## src/rtl/fifo_drain_arbiter.sv

```systemverilog
// Round-robin burst arbiter draining NCH source FIFOs into one stream.
// Grants a burst of up to 2**BURST_LOG words to one channel at a time.
module fifo_drain_arbiter #(
    parameter int NCH       = 4,
    parameter int WIDTH     = 9,
    parameter int DW        = 16,
    parameter int BURST_LOG = 4
) (
    input  logic                       clk,
    input  logic                       rst_n,
    input  logic                       en,
    input  logic [NCH*(WIDTH+1)-1:0]   fill,
    input  logic [NCH-1:0]             nempty,
    input  logic [NCH-1:0]             flush,
    input  logic [NCH*DW-1:0]          din,
    input  logic                       dst_ready,
    output logic [NCH-1:0]             rd,
    output logic                       burst_start,
    output logic [$clog2(NCH)-1:0]     burst_chn,
    output logic [BURST_LOG:0]         burst_len,
    output logic [DW-1:0]              dout,
    output logic                       dout_valid,
    output logic                       burst_done,
    output logic                       busy
);

    localparam int FW   = WIDTH + 1;
    localparam int CW   = $clog2(NCH);
    localparam int MAXB = 1 << BURST_LOG;
    localparam logic [FW:0] MAXW = (FW+1)'(MAXB);

    typedef enum logic [1:0] {
        S_IDLE,
        S_GRANT,
        S_READ,
        S_DONE
    } state_t;

    state_t              r_state;
    state_t              w_next;
    logic [CW-1:0]       r_last_chn;
    logic [CW-1:0]       r_burst_chn;
    logic [BURST_LOG:0]  r_burst_len;
    logic [BURST_LOG:0]  r_remaining;
    logic [DW-1:0]       r_dout;
    logic                r_dout_valid;

    logic [NCH-1:0]      w_elig;
    logic [FW-1:0]       w_fill_i;
    logic [CW-1:0]       w_idx;
    logic [CW-1:0]       w_sel;
    logic                w_found;
    logic [FW:0]         w_sum;
    logic [BURST_LOG:0]  w_len;
    logic                w_rd_en;

    // Per-channel eligibility: full burst available, or flush with any data
    always_comb begin
        w_elig   = '0;
        w_fill_i = '0;
        for (int i = 0; i < NCH; i++) begin
            w_fill_i  = fill[i*FW +: FW];
            w_elig[i] = ({1'b0, w_fill_i} >= MAXW) ||
                        (flush[i] && ((w_fill_i != '0) || nempty[i]));
        end
    end

    // Round-robin pick starting after the last served channel
    always_comb begin
        w_found = 1'b0;
        w_sel   = '0;
        w_idx   = '0;
        for (int k = 1; k <= NCH; k++) begin
            w_idx = r_last_chn + CW'(k);
            if (!w_found && w_elig[w_idx]) begin
                w_found = 1'b1;
                w_sel   = w_idx;
            end
        end
    end

    // Burst length: words in RAM plus output register, capped at max burst
    always_comb begin
        w_sum = {1'b0, fill[int'(w_sel)*FW +: FW]} + (FW+1)'(nempty[w_sel]);
        w_len = (w_sum > MAXW) ? (BURST_LOG+1)'(MAXB) : w_sum[BURST_LOG:0];
    end

    // Next-state logic
    always_comb begin
        w_next = r_state;
        unique case (r_state)
            S_IDLE:  if (en && dst_ready && w_found) w_next = S_GRANT;
            S_GRANT: w_next = S_READ;
            S_READ:  if (r_remaining == '0) w_next = S_DONE;
            S_DONE:  w_next = S_IDLE;
            default: w_next = S_IDLE;
        endcase
    end

    // Read strobe only toward the granted channel
    always_comb begin
        w_rd_en = (r_state == S_READ) && (r_remaining != '0) &&
                  nempty[r_burst_chn];
        rd = '0;
        rd[r_burst_chn] = w_rd_en;
    end

    // State register
    always_ff @(posedge clk or negedge rst_n) begin
        if (!rst_n) r_state <= S_IDLE;
        else        r_state <= w_next;
    end

    // Grant bookkeeping: channel, length, words remaining, priority pointer
    always_ff @(posedge clk or negedge rst_n) begin
        if (!rst_n) begin
            r_burst_chn <= '0;
            r_burst_len <= '0;
            r_remaining <= '0;
            r_last_chn  <= CW'(NCH-1);
        end else begin
            if (r_state == S_IDLE && w_next == S_GRANT) begin
                r_burst_chn <= w_sel;
                r_burst_len <= w_len;
            end
            if (r_state == S_GRANT) r_remaining <= r_burst_len;
            else if (w_rd_en)       r_remaining <= r_remaining - 1'b1;
            if (r_state == S_DONE) r_last_chn <= r_burst_chn;
        end
    end

    // Output data register, one clock behind the read strobe
    always_ff @(posedge clk or negedge rst_n) begin
        if (!rst_n) begin
            r_dout       <= '0;
            r_dout_valid <= 1'b0;
        end else begin
            r_dout_valid <= w_rd_en;
            if (w_rd_en) r_dout <= din[int'(r_burst_chn)*DW +: DW];
        end
    end

    assign burst_start = (r_state == S_GRANT);
    assign burst_done  = (r_state == S_DONE);
    assign busy        = (r_state != S_IDLE);
    assign burst_chn   = r_burst_chn;
    assign burst_len   = r_burst_len;
    assign dout        = r_dout;
    assign dout_valid  = r_dout_valid;

endmodule

```

## config.mk

```make
export PLATFORM = sky130hd
export DESIGN_NAME = fifo_drain_arbiter
export DESIGN_NICKNAME = d
export VERILOG_FILES = /design/src/rtl/fifo_drain_arbiter.sv
export SDC_FILE = /design/constraint.sdc
export NUM_CORES = 1
export LEC_CHECK = 0
export CAP_MARGIN = 20
export CORE_ASPECT_RATIO = 1.2
export CORE_UTILIZATION = 43
export CTS_CLUSTER_DIAMETER = 30
export DETAILED_ROUTE_END_ITERATION = 10
export PLACE_DENSITY = 0.87
export SETUP_SLACK_MARGIN = 0.05
export SLEW_MARGIN = 20
export SYNTH_ARGS = -nofsm -noshare
export SYNTH_HDL_FRONTEND = slang
export SYNTH_SLANG_ARGS = --single-unit
```

## constraint.sdc

```tcl
create_clock -name clk -period 7 [get_ports clk]
set_input_delay 1.4 -clock clk [delete_from_list [all_inputs] [get_ports clk]]
set_output_delay 1.4 -clock clk [all_outputs]
set_load 0.02 [all_outputs]
```

==> qor.csv <==
metric;value;unit
syn_area_per_cell;10.1;um2
hold_buffers;0;
gp_congestion;0.951;
ys_warn_count;0;
tns;0;ps
initial_utilization;0.455;
vias_per_cell;5.91;
r2r-start;r_last_chn[1];
synthArstFlopShare;1.00;
antenna_found_initial;0;
multi_input_area;1880;um2
drcViolationCount;0;
ir_drop;0.159;mV
cts.sinks;33;
max_freq;182;MHz
fin_hold_ws;504;ps
synth_edf_count;0;
hold_path.class;reg2reg;
die_x;75.7;um
finClkSkew;3.98;ps
fillers;459;
synthFlopType;dfrtp_1;
setup_viol;0;
syn_area;2800;um2
status;finished clean;
clock_latency;280;ps
crit_arrival;5660;ps
regArea;828;um2
powerDensity;376;nW/um2
crit_path_max_fanout;7;
relSlewSlack;0.516;
io_buffer_count;146;
ys_seq_area_frac;0.295;
p_sw_frac;0.443;
p_seq_frac;0.200;
yosysTopAreaCell;dfrtp_1;
grt_pass1_wl;14.3;mm
grt_pass1_vias;3063;
clockRootBuffer;clkbuf_8;
synth.top_cell.area_share;0.277;
wl_per_cell;17.9;um
grt_overflow;0;
worstMarginPinSlew;716;ps
die_h;90.5;um
grt_max_degree;34;
rows;31;
rsz0062_at_grt;false;
ys_types;70;
combPwrFrac;0.713;
syn_nets;401;
drv_slew;0;
finalWirelength;9.09;mm
drt_pre_antenna_iters;6;
switchingPower;0.000740;W
syn_inst;278;
crit_path_start;fill[32];
drt_iter0_markers;197;
crit_required;7160;ps
min_period_over_period;0.785;
ctsResizeCount;0;
synth_area_leaders;dfrtp_1 (28%), mux4_2 (14%), mux2_2 (7.6%);
antenna_cells;0;
internal_power;0.000930;W
cts-buffers-inserted;5;
finalHoldViolCount;0;
dieArea;6850;um2
h-tree-depth;2;
drv_cap;0;
worstHoldStart;dout[12];
crit_type;in2reg;
clk_pin_slew;60;ps
layout.nets;547;
cts_max_path_buffers;2;
postCtsSetupBuffers;0;
p_clk_frac;0.087;
vias;2995;
drive_gt1_frac;0.153;
area_delta_synth_final;58.4;%
core_area;6170;um2
period_minus_slack;5500;ps
detail-route-antenna-nets;0;
end_kind;register;
ys_ff_latch;33;
dp_hpwl;7.41;mm
ios;147;
track_usage;0.275;
power;0.00167;W
leakagePower;1.72;nW
cts_tree;yes;
cp-start-kind;primary input;
-- metrics by stage --
| stage | area [um2] | util | setup WS (ps) | cells |
|---|---|---|---|---|
| 2_1_floorplan | 2800 | - | 1970 | 278 |
| 3_3_place_gp | 4350 | 0.706 | 1390 | 499 |
| 3_5_place_dp | 4350 | 0.706 | 1320 | 499 |
| 4_1_cts | 4440 | 0.720 | 1610 | 507 |
| 5_1_grt | 4440 | 0.720 | 1410 | 507 |
| 6_report | 4440 | 0.720 | 1500 | 507 |
-- cell type report --
type                       count  share of cell area
clock buffer                   8              0.0203
tap                           82              0.0231
inverter                      10             0.00845
multi-input combinational    223               0.424
sequential                    33               0.186
timing repair buffer         151               0.337
-- layout by cell type, fill, tap and decap left out, types with 3 or more instances in the layout --
master	n
a21oi_1	8
a211oi_1	3
inv_1	10
nand4_1	7
mux4_2	17
o211a_1	3
and2_1	4
or2_2	3
ha_1	7
or4_1	8
o21ai_0	13
nand3_1	4
nand2_1	35
o2bb2ai_1	5
a31oi_1	3
nor2_1	12
clkbuf_8	6
buf_4	5
mux2_2	19
clkdlybuf4s50_1	146
dfrtp_1	31
nor3_1	5
mux2i_1	5
-- cell usage after synthesis (3+ instances only) --
cell and count:
dfrtp_1 31, o21ai_0 13, or2_2 3, nand4_1 7, ha_1 7, a21oi_1 8
o2bb2ai_1 5, o211a_1 3, nand3_1 4, nor3_1 5, nor2_1 12, a31oi_1 3
or4_1 8, a211oi_1 3, mux2_2 19, inv_1 10, clkbuf_1 9, mux4_2 17
and2_1 4, mux2i_1 5, nand2_1 35
-- flip-flops by register name (all words and copies together), names as in the netlist --
| register | count |
|---|---|
| dout | 16 |
| burst_len | 5 |
| r_remaining | 5 |
| burst_chn | 2 |
| r_last_chn | 2 |
| r_state | 2 |
| dout_valid | 1 |
-- routing by layer --
layer,vias to the layer above,routed length (um),GRT usage
li1,1388,-,-
met1,1370,3140,0.278
met2,201,4630,0.503
met3,36,961,0.0692
met4,0,354,0.130
met5,-,0,0
-- critical path, stage by stage --
cell and delay [ps]:
clkdlybuf4s50_1 460, or4_1 550, o21ai_0 420, a211oi_1 220, o22ai_1 470, nand2_1 260, nand2_1 130, nand2_1 60
nor2_1 80, a31oi_1 70, ha_1 270, ha_1 290, or3_1 390, mux2_4 290, o32a_1 290
-- power by group through the flow --
stage                     Clock, W  Combinational, W  Sequential (W)
final                     0.000145           0.00119        0.000335
after global routing      0.000159           0.00128        0.000345
after CTS                 0.000147           0.00119        0.000335
after detailed placement         0           0.00118        0.000339
after global placement           0           0.00115        0.000332
after floorplan                  0          0.000733        0.000397
-- kinds of logic after synthesis --
family,synth area share
compound gates,0.196
buf+inv,0.0326
flops,0.295
mux,0.236
xor+xnor,0.0125
simple gates,0.196
fa+ha+maj,0.0312
-- path summary, 6_finish.rpt --
check	endpoint	slack, ps	cells after the start
max	burst_len[4]	1500	15
min	dout[12]	500	1
max reg2reg	burst_len[4]	3120	12
min reg2reg	dout[12]	500	1
max in group asynchronous	r_last_chn[0]	5160	2
min in group asynchronous	dout[11]	1520	2
Power figures use the tool's default switching activity.
